[src/rtl/log_spawn_scheduler_if.sv]
// Spawn command channel between the log spawn scheduler and the lane/log
// object controllers: valid/ready command plus the one-cycle grant strobe.
interface log_spawn_scheduler_if #(
  parameter int NUM_OF_LOGS = 15,
  parameter int OFFSET_W    = 9,
  parameter int NUM_LANES   = 5
);
  localparam int LANE_W = $clog2(NUM_LANES);
  localparam int IDX_W  = $clog2(NUM_OF_LOGS);

  logic                 spawn_valid;
  logic                 spawn_ready;
  logic [LANE_W-1:0]    spawn_lane;
  logic [IDX_W-1:0]     spawn_idx;
  logic [OFFSET_W-1:0]  spawn_offsetX;
  logic [OFFSET_W-1:0]  spawn_offsetY;
  logic [NUM_LANES-1:0] grant_pulse;

  modport master (
    output spawn_valid, spawn_lane, spawn_idx, spawn_offsetX, spawn_offsetY,
           grant_pulse,
    input  spawn_ready
  );

  modport slave (
    input  spawn_valid, spawn_lane, spawn_idx, spawn_offsetX, spawn_offsetY,
           grant_pulse,
    output spawn_ready
  );
endinterface

[src/rtl/log_spawn_scheduler.sv]
// Log spawn scheduler: once per frame, picks a river lane that needs a new
// log (round-robin, honouring a per-lane cooldown) and issues one spawn
// command carrying the next entry of the random X/Y offset table.
module log_spawn_scheduler #(
  parameter int NUM_OF_LOGS = 15,
  parameter int OFFSET_W    = 9,
  parameter int NUM_LANES   = 5,
  parameter int SPAWN_GAP   = 8
) (
  input  logic                                CLK,
  input  logic                                resetN,
  input  logic                                startOfFrame,
  input  logic [NUM_LANES-1:0]                respawn_req,
  input  logic [NUM_OF_LOGS-1:0][OFFSET_W-1:0] table_offsetX,
  input  logic [NUM_OF_LOGS-1:0][OFFSET_W-1:0] table_offsetY,
  log_spawn_scheduler_if.master               spawn_if
);
  localparam int LANE_W = $clog2(NUM_LANES);
  localparam int IDX_W  = $clog2(NUM_OF_LOGS);
  localparam int CD_W   = (SPAWN_GAP > 0) ? $clog2(SPAWN_GAP + 1) : 1;
  localparam int unsigned NL = NUM_LANES;

  localparam logic [CD_W-1:0]   GAP_LOAD   = CD_W'(SPAWN_GAP);
  localparam logic [IDX_W-1:0]  IDX_LAST   = IDX_W'(NUM_OF_LOGS - 1);
  localparam logic [LANE_W-1:0] LANE_LAST  = LANE_W'(NUM_LANES - 1);

  localparam logic [0:0] IDLE  = 1'b0;
  localparam logic [0:0] ISSUE = 1'b1;

  logic [0:0]           state;
  logic [IDX_W-1:0]     idx;
  logic [LANE_W-1:0]    last_grant;
  logic [CD_W-1:0]      cooldown [NUM_LANES];
  logic [NUM_LANES-1:0] eligible;
  logic                 pick_found;
  logic [LANE_W-1:0]    pick_lane;
  logic                 handshake;

  assign handshake            = (state == ISSUE) && spawn_if.spawn_ready;
  assign spawn_if.spawn_valid = (state == ISSUE);

  // A lane may be granted only while it requests and its cooldown has expired.
  always_comb begin
    eligible = '0;
    for (int unsigned i = 0; i < NL; i++) begin
      eligible[i] = respawn_req[i] && (cooldown[i] == '0);
    end
  end

  // Round-robin pick: first eligible lane after last_grant, wrapping modulo NUM_LANES.
  always_comb begin
    int unsigned cand;
    pick_found = 1'b0;
    pick_lane  = '0;
    cand       = 0;
    for (int unsigned k = 1; k <= NL; k++) begin
      cand = (32'(last_grant) + k) % NL;
      if (!pick_found && eligible[LANE_W'(cand)]) begin
        pick_found = 1'b1;
        pick_lane  = LANE_W'(cand);
      end
    end
  end

  // Grant strobe on the handshake cycle; a reset in the same cycle cancels it.
  always_comb begin
    spawn_if.grant_pulse = '0;
    if (handshake && resetN) begin
      spawn_if.grant_pulse[spawn_if.spawn_lane] = 1'b1;
    end
  end

  // Command FSM: capture lane/index/offsets at grant, hold them until accepted.
  always_ff @(posedge CLK) begin
    if (!resetN) begin
      state                  <= IDLE;
      idx                    <= '0;
      last_grant             <= LANE_LAST;
      spawn_if.spawn_lane    <= '0;
      spawn_if.spawn_idx     <= '0;
      spawn_if.spawn_offsetX <= '0;
      spawn_if.spawn_offsetY <= '0;
    end else begin
      case (state)
        IDLE: begin
          if (startOfFrame && pick_found) begin
            spawn_if.spawn_lane    <= pick_lane;
            spawn_if.spawn_idx     <= idx;
            spawn_if.spawn_offsetX <= table_offsetX[idx];
            spawn_if.spawn_offsetY <= table_offsetY[idx];
            state                  <= ISSUE;
          end
        end
        ISSUE: begin
          if (spawn_if.spawn_ready) begin
            last_grant <= spawn_if.spawn_lane;
            idx        <= (idx == IDX_LAST) ? '0 : idx + 1'b1;
            state      <= IDLE;
          end
        end
        default: state <= IDLE;
      endcase
    end
  end

  // Per-lane cooldown: a grant reloads the gap (beating the per-frame decrement).
  always_ff @(posedge CLK) begin
    for (int unsigned i = 0; i < NL; i++) begin
      if (!resetN) begin
        cooldown[i] <= '0;
      end else if (handshake && (spawn_if.spawn_lane == LANE_W'(i))) begin
        cooldown[i] <= GAP_LOAD;
      end else if (startOfFrame && (cooldown[i] != '0)) begin
        cooldown[i] <= cooldown[i] - 1'b1;
      end
    end
  end

endmodule

[src/flat_wrapper.sv]
// flat-port wrapper written by rule: the top's interface ports become plain ports
module log_spawn_scheduler_flat 
#(
  parameter int NUM_OF_LOGS = 15,
  parameter int OFFSET_W    = 9,
  parameter int NUM_LANES   = 5,
  parameter int SPAWN_GAP   = 8
)
  (CLK, resetN, startOfFrame, respawn_req, table_offsetX, table_offsetY, spawn_if_spawn_valid, spawn_if_spawn_lane, spawn_if_spawn_idx, spawn_if_spawn_offsetX, spawn_if_spawn_offsetY, spawn_if_grant_pulse, spawn_if_spawn_ready);
  log_spawn_scheduler_if #(.NUM_OF_LOGS(NUM_OF_LOGS), .OFFSET_W(OFFSET_W), .NUM_LANES(NUM_LANES)) spawn_if_i ();
  input  logic CLK;
  input  logic resetN;
  input  logic startOfFrame;
  input  logic [NUM_LANES-1:0] respawn_req;
  input  logic [NUM_OF_LOGS-1:0][OFFSET_W-1:0] table_offsetX;
  input  logic [NUM_OF_LOGS-1:0][OFFSET_W-1:0] table_offsetY;
  output wire logic [$bits(spawn_if_i.spawn_valid)-1:0] spawn_if_spawn_valid;
  output wire logic [$bits(spawn_if_i.spawn_lane)-1:0] spawn_if_spawn_lane;
  output wire logic [$bits(spawn_if_i.spawn_idx)-1:0] spawn_if_spawn_idx;
  output wire logic [$bits(spawn_if_i.spawn_offsetX)-1:0] spawn_if_spawn_offsetX;
  output wire logic [$bits(spawn_if_i.spawn_offsetY)-1:0] spawn_if_spawn_offsetY;
  output wire logic [$bits(spawn_if_i.grant_pulse)-1:0] spawn_if_grant_pulse;
  input wire logic [$bits(spawn_if_i.spawn_ready)-1:0] spawn_if_spawn_ready;
  assign spawn_if_spawn_valid = spawn_if_i.spawn_valid;
  assign spawn_if_spawn_lane = spawn_if_i.spawn_lane;
  assign spawn_if_spawn_idx = spawn_if_i.spawn_idx;
  assign spawn_if_spawn_offsetX = spawn_if_i.spawn_offsetX;
  assign spawn_if_spawn_offsetY = spawn_if_i.spawn_offsetY;
  assign spawn_if_grant_pulse = spawn_if_i.grant_pulse;
  assign spawn_if_i.spawn_ready = spawn_if_spawn_ready;
  log_spawn_scheduler #(.NUM_OF_LOGS(NUM_OF_LOGS), .OFFSET_W(OFFSET_W), .NUM_LANES(NUM_LANES), .SPAWN_GAP(SPAWN_GAP)) u_core (.CLK(CLK), .resetN(resetN), .startOfFrame(startOfFrame), .respawn_req(respawn_req), .table_offsetX(table_offsetX), .table_offsetY(table_offsetY), .spawn_if(spawn_if_i));
endmodule
[config.mk]
export PLATFORM = sky130hd
export DESIGN_NAME = log_spawn_scheduler_flat
export DESIGN_NICKNAME = d
export VERILOG_FILES = /design/src/rtl/log_spawn_scheduler_if.sv /design/src/rtl/log_spawn_scheduler.sv /design/src/flat_wrapper.sv
export SDC_FILE = /design/constraint.sdc
export NUM_CORES = 1
export LEC_CHECK = 0
export CAP_MARGIN = 15
export CORE_UTILIZATION = 38
export DETAILED_ROUTE_END_ITERATION = 16
export PLACE_DENSITY_LB_ADDON = 0.05
export SETUP_SLACK_MARGIN = 0.15
export SYNTH_ARGS = -nofsm -noshare
export SYNTH_HDL_FRONTEND = slang
export SYNTH_SLANG_ARGS = --single-unit
[constraint.sdc]
create_clock -name CLK -period 4.75 [get_ports CLK]
set_input_delay 1.1875 -clock CLK [delete_from_list [all_inputs] [get_ports CLK]]
set_output_delay 1.1875 -clock CLK [all_outputs]
set_load 0.01 [all_outputs]
# [Word-level counts from Yosys, hierarchy flattened]
# Memories as Yosys holds them, arrays and structs flattened.
# Cells that the tools add are included.
[word_totals] ram_bits=20 reg_bits=33 mem_count=1 input_bits=279 output_inout_bits=31 elab_cells=165
[classes] bitwise_logic=11 muxes=77 reduce_logical=40 div_mod_pow=5 eq_ne=5 add_sub_neg=11 order_cmp=8
[memory_table] name="u_core.cooldown" words=5 word_bits=4 read_ports=5 rd_ports_with_merged_regs=0 wr=5 line_no="log_spawn_scheduler.sv:33" text="logic [CD_W-1:0] cooldown [NUM_LANES];"
[op_table] cell="modulo 32 x 3 -> 32 bit (second input constant)" count=5
[op_table] cell="binary-select mux 9 bit (select 4 bit)" count=2
[op_table] cell="2-to-1 mux 1 bit" count=49
[op_table] cell="2-to-1 mux 4 bit" count=11
[op_table] cell="< comparator 3 x 4 -> 1 bit (second input constant)" count=6
[op_table] cell="logical AND 1 bit" count=23
[op_table] cell="zero test 4 bit" count=5
[op_table] cell="nonzero test 4 bit" count=5
[op_table] cell="subtractor 4 x 1 -> 4 bit (second input constant)" count=5
[op_table] cell="2-to-1 mux 9 bit" count=2
[op_table] cell="binary-select mux 1 bit (select 3 bit)" count=5
[op_table] cell="2-to-1 mux 3 bit" count=5
[op_table] cell="bitwise OR 1 bit" count=10
[op_table] cell="adder 3 x 2 -> 4 bit (second input constant)" count=2
[op_table] cell="adder 3 x 3 -> 4 bit (second input constant)" count=2
[op_table] cell="== test 3 x 2 -> 1 bit (second input constant)" count=2
[op_table] cell="< comparator 4 x 5 -> 1 bit (second input constant)" count=1
[op_table] cell="2-to-1 mux 5 bit" count=1
[op_table] cell="adder 3 x 1 -> 4 bit (second input constant)" count=1
[op_table] cell="adder 4 x 1 -> 4 bit (second input constant)" count=1
[op_table] cell="== test 4 bit (second input constant)" count=1
[op_table] cell="zero test 1 bit" count=4
[op_table] cell="AND reduction 2 bit" count=2
[op_table] cell="demux 1 bit (select 3 bit)" count=1
[op_table] cell="other kinds (6)" count=6

# [Logic depth before layout (Yosys ltp)]
# An unclocked memory read counts as a cell.
[logic_depth] ltp_word=21 depth_mapped=21 ltp_nobuf=17

# [Worst setup path before layout]
# No wires, ideal clock.
[synth_path] path_kind="register to register" from="register u_core.last_grant[0]" to="register u_core.spawn_if.spawn_idx[2]" synth_period_minus_slack_ns=4.787 path_buffers=4 path_stages_with_launch=21 slack_ns=-0.037 arrival_time_ns=4.716 setup_ns=0.072 t_required_ns=4.678 path_cell_list="dfxtp_1 -> buf_2 -> buf_1 -> clkbuf_1 -> inv_1 -> ha_1 -> ha_1 -> nor3_1 -> o22a_1 -> xnor2_1 -> ha_1 -> nand2b_1 -> and2_1 -> a32o_1 -> or2_1 -> or4_4 -> o211a_2 -> nand4_4 -> and2_1 -> buf_6 -> mux2i_1"
[synth_between] elab_chain_len=19 elab_cells_between_ends=35 cone_classes="add/sub (5); div (5); mux (15); reduce/logical (10)"
[synth_lines] element="start: declaration" line_no="log_spawn_scheduler.sv:32" text="logic [LANE_W-1:0] last_grant;"
[synth_lines] element="start signal: assignment" line_no="log_spawn_scheduler.sv:96" text="last_grant <= spawn_if.spawn_lane;"
[synth_lines] element="adder 3 x 1 -> 4 bit" line_no="log_spawn_scheduler.sv:57" text="cand = (32'(last_grant) + k) % NL;"
[synth_lines] element="modulo 32 x 3 -> 32 bit" line_no="log_spawn_scheduler.sv:57"
[synth_lines] element="binary-select mux 1 bit (select 3 bit)" line_no="log_spawn_scheduler.sv:58" text="if (!pick_found && eligible[LANE_W'(cand)]) begin"
[synth_lines] element="2-to-1 mux 1 bit (not written as such)" line_no="log_spawn_scheduler.sv:58"
[synth_lines] element="2-to-1 mux 1 bit" line_no="log_spawn_scheduler.sv:58"
[synth_lines] element="zero test 1 bit" line_no="log_spawn_scheduler.sv:58"
[synth_lines] element="logical AND 1 bit" line_no="log_spawn_scheduler.sv:58"
[synth_lines] element="2-to-1 mux 1 bit" line_no="log_spawn_scheduler.sv:58"
[synth_lines] element="[... 3 more ...]"
[synth_lines] element="zero test 1 bit" line_no="log_spawn_scheduler.sv:58"
[synth_lines] element="logical AND 1 bit" line_no="log_spawn_scheduler.sv:58"
[synth_lines] element="2-to-1 mux 1 bit" line_no="log_spawn_scheduler.sv:58"
[synth_lines] element="zero test 1 bit" line_no="log_spawn_scheduler.sv:58"
[synth_lines] element="logical AND 1 bit" line_no="log_spawn_scheduler.sv:58"
[synth_lines] element="2-to-1 mux 1 bit (*)" line_no="log_spawn_scheduler.sv:58"
[synth_lines] element="logical AND 1 bit (*)" line_no="log_spawn_scheduler.sv:86" text="if (startOfFrame && pick_found) begin"
[synth_lines] element="AND reduction 2 bit (no source line) (*)"
[synth_lines] element="end signal: assignment" line_no="log_spawn_scheduler.sv:88" text="spawn_if.spawn_idx <= idx;"
[synth_lines] element="end: declaration" line_no="log_spawn_scheduler_if.sv:20" text="output spawn_valid, spawn_lane, spawn_idx, spawn_offsetX, spawn_offsetY,"
# Every way passes the cells marked *; elsewhere a longest branch is shown, timed or not. The select of a mux whose other input is x is not followed.
# A chain may end at the register's enable or synchronous reset.

# [Worst setup path in the final report]
[layout_path] from="register u_core.last_grant[0]" to="register u_core.spawn_if.spawn_idx[1]"
# The elaborated chain is that of the path after synthesis.

==> flow_metrics.tcl <==
set metrics [dict create \
    peakVddDrop_mv 0.1535 \
    yosysSeqAreaShare 0.1965 \
    fin_nets 1311 \
    gp_congestion 0.9008 \
    fin_crit_sh 0.8973 \
    p_int_mw 1.615 \
    clkTransAtPathRegs_ps 70 \
    rrSetupSlack_ps 490 \
    power_frac_seq 0.273 \
    grtUsageTotal 0.3010 \
    crit_path_end_kind "flop" \
    synth-seq-cells 53 \
    cts_sinks 53 \
    startpoint_type "flop" \
    fmax_ghz 0.2346 \
    io_pins 310 \
    overflow 0 \
    cp_data_required_time_ps 4980 \
    dpl.hpwl_um 21740 \
    worst_pin_slew_ps 908.3 \
    synth_edf_count 20 \
    tns_ps 0 \
    critPathKind "flop to flop" \
    p_sw_mw 1.022 \
    h-tree-depth 2 \
    p_total_mw 2.637 \
    num_vias 6852 \
    drt-total-wl_um 25850 \
    drc 0 \
    grt_pass1_wl_um 39960 \
    first_iter_violations 373 \
    crit_top_cell "ha_1" \
    routed-wl-met3_um 1380 \
    cp_top_family "simple AND/OR/NAND/NOR gates" \
    place_area_um2 9807 \
    yosys.area.top_type "mux4_2" \
    dieArea_um2 17410 \
    status "completed" \
    cts_buffers 5 \
    postLayoutCellArea_um2 9953 \
    slowest_delay_ps 520 \
    period_minus_slack_ps 4262 \
    hp-class "flop to flop" \
    cp.arrival_ps 4500 \
    cap_violations 0 \
    p_leak_nw 3.647 \
    synth-main-ff-cell "dfxtp_1" \
    synth_area_leaders "mux4_2 (21%), dfxtp_1 (10%), mux2i_1 (9.7%), edfxtp_1 (9.4%), ha_1 (6.4%)" \
    critical_path.slowest_cell "or4_4" \
    clk_latency_ps 300 \
    wl_met2_um 13170 \
    combPwrFrac 0.586 \
    start_util 0.3884 \
    grt_pass1_vias 6810 \
    fin_skew_ps 9.404 \
    finalMaxSlewViolations 0 \
    final_core_util 0.6023 \
    place_ws_ps 369.2 \
    slew-limit-headroom 0.3944 \
    viasPerCell 5.612 \
    core_um2 16520 \
    fin_ws_ps 487.8 \
    async_reset_ff_frac 0 \
    antenna_found_initial 2 \
    synthesis.nets 1016 \
    syn_to_final_growth_pct 55.07 \
    portBuffers 309 \
    cts_tree "done" \
    power_frac_clock 0.141 \
    ctsRootBufferMaster "clkbuf_16" \
    netlist.area_leader.share 0.2105 \
    cp.buffers_inverters 1 \
    dieWidth_um 132.0 \
    crit_fanout 7 \
    avgSynthCellArea_um2 9.117 \
    dr.pass1.iters 5 \
    rsz0062_at_grt "no" \
    dr.max_layer_used "met5" \
    powerDensity_nw_per_um2 264.9 \
    row_count 47 \
    ys.warnings.count 0 \
    grt_max_degree 57 \
    drive_gt1_frac 0.1180 \
    finalHoldViolCount 0 \
    worstPathCellList "inv_1 -> ha_1 -> ha_1 -> nor3_1 -> o22a_1 -> xnor2_1 -> ha_1 -> nand2b_1 -> and2_1 -> a32o_1 -> or2_1 -> or4_4 -> o211a_2 -> nand4_4 -> and2_1 -> mux2i_1" \
    ant_nets 0 \
    clockBufferDepth 2 \
    syn_inst 704 \
    ys_types 72 \
    synth_area_um2 6419 \
    die_y_um 132.0 \
    swShare 0.3875 \
    routedWlPerCell_um 21.17 \
    met1_length_um 10670 \
    setup_viol 0 \
]
## metal layers
| metal | track usage | vias to the layer above |
|---|---|---|
| met5 | 0 | - |
| met4 | 0.08463 | 2 |
| met3 | 0.03806 | 32 |
| met2 | 0.5356 | 266 |
| met1 | 0.3809 | 3287 |
| li1 | - | 3265 |
## logic make-up (layout without fill, tap and decap cells)
kind of cell | after synthesis | count (layout) | share of synthesized area
compound gates | 144 | 144 | 0.1565
xor+xnor | 21 | 21 | 0.02983
buf+inv | 83 | 379 | 0.05224
mux | 125 | 125 | 0.3125
fa+ha+maj | 33 | 33 | 0.06433
simple gates | 245 | 245 | 0.1881
flops | 53 | 53 | 0.1965
other cells | 0 | 1 | 0
## cells in the final DEF, fill, tap and decap left out, types with 14 or more instances in the layout
master / count
clkdlybuf4s50_1: 308
nand2_1: 94
mux2i_1: 62
mux4_2: 60
nor2_1: 59
o21ai_0: 33
ha_1: 33
buf_4: 32
dfxtp_1: 30
inv_1: 26
a21oi_1: 22
edfxtp_1: 20
nor3_1: 18
xnor2_1: 18
nand3_1: 14
a221oi_1: 14
## tightest hold or removal path, stage by stage (launching register included)
cell	delay (ps)
dfxtp_1	320
nand2_1	50
mux2i_1	50
## synth_stat cells, types with 8 or more instances
cell / instances
a221oi_1: 14
nor2_1: 59
nor2b_1: 9
ha_1: 33
xnor2_1: 18
nor3_1: 18
inv_1: 26
mux4_2: 60
nand3_1: 14
o21ai_0: 33
mux2i_1: 62
nand2b_1: 9
nand2_1: 94
a21oi_1: 22
edfxtp_1: 20
buf_1: 10
o22ai_1: 8
clkbuf_1: 34
dfxtp_1: 33
## cell type report
cell class | instances | area (um^2)
clock inverter | 2 | 13.76
tap | 220 | 275.3
clock buffer | 6 | 128.9
fill | 1452 | 6571
antenna | 1 | 2.502
sequential | 53 | 1270
multi-input combinational | 568 | 4822
timing repair buffer | 341 | 3328
inverter | 30 | 112.6
## power groups by stage
stage          clock network [mW]  logic (mW)  registers (mW)
2_1_floorplan                   0       0.966           0.676
3_3_place_gp                    0        1.53           0.732
3_5_place_dp                    0        1.54           0.731
4_1_cts                     0.379        1.55           0.721
5_1_grt                     0.395        1.68           0.739
6_report                    0.372        1.54           0.720
## worst paths after layout
kind	startpoint	endpoint	cells after the start
worst max-delay path	u_core.last_grant[0]$_SDFFE_PN0P_	u_core.spawn_if.spawn_idx[1]$_SDFFE_PN0P_	16
worst min-delay path	u_core.spawn_if.spawn_offsetY[8]$_SDFFE_PN0P_	u_core.spawn_if.spawn_offsetY[8]$_SDFFE_PN0P_	2
worst max register to register	u_core.last_grant[0]$_SDFFE_PN0P_	u_core.spawn_if.spawn_idx[1]$_SDFFE_PN0P_	16
worst min register to register	u_core.spawn_if.spawn_offsetY[8]$_SDFFE_PN0P_	u_core.spawn_if.spawn_offsetY[8]$_SDFFE_PN0P_	2
## flip-flops by register name, summed over array words and instances, names as in the netlist
| register | count |
|---|---|
| u_core.cooldown | 20 |
| u_core.spawn_if.spawn_offsetX | 9 |
| u_core.spawn_if.spawn_offsetY | 9 |
| u_core.idx | 4 |
| u_core.spawn_if.spawn_idx | 4 |
| u_core.last_grant | 3 |
| u_core.spawn_if.spawn_lane | 3 |
| u_core.spawn_if.spawn_valid | 1 |
## repair_timing
item / in CTS / in global routing
buffers inserted: 0 / 0
setup endpoints to repair: 0 / 8
gates resized for setup: 0 / 1
hold buffers: 0 / 0
## metrics by stage
stage / hold WS, ps / instances
floorplan: 479.0 / 704
global placement: 445.0 / 1212
detailed placement: 450.3 / 1212
CTS: 462.5 / 1220
global route: 477.6 / 1221
finish: 460.4 / 1221
No activity file was read; power rests on OpenSTA's default activity.
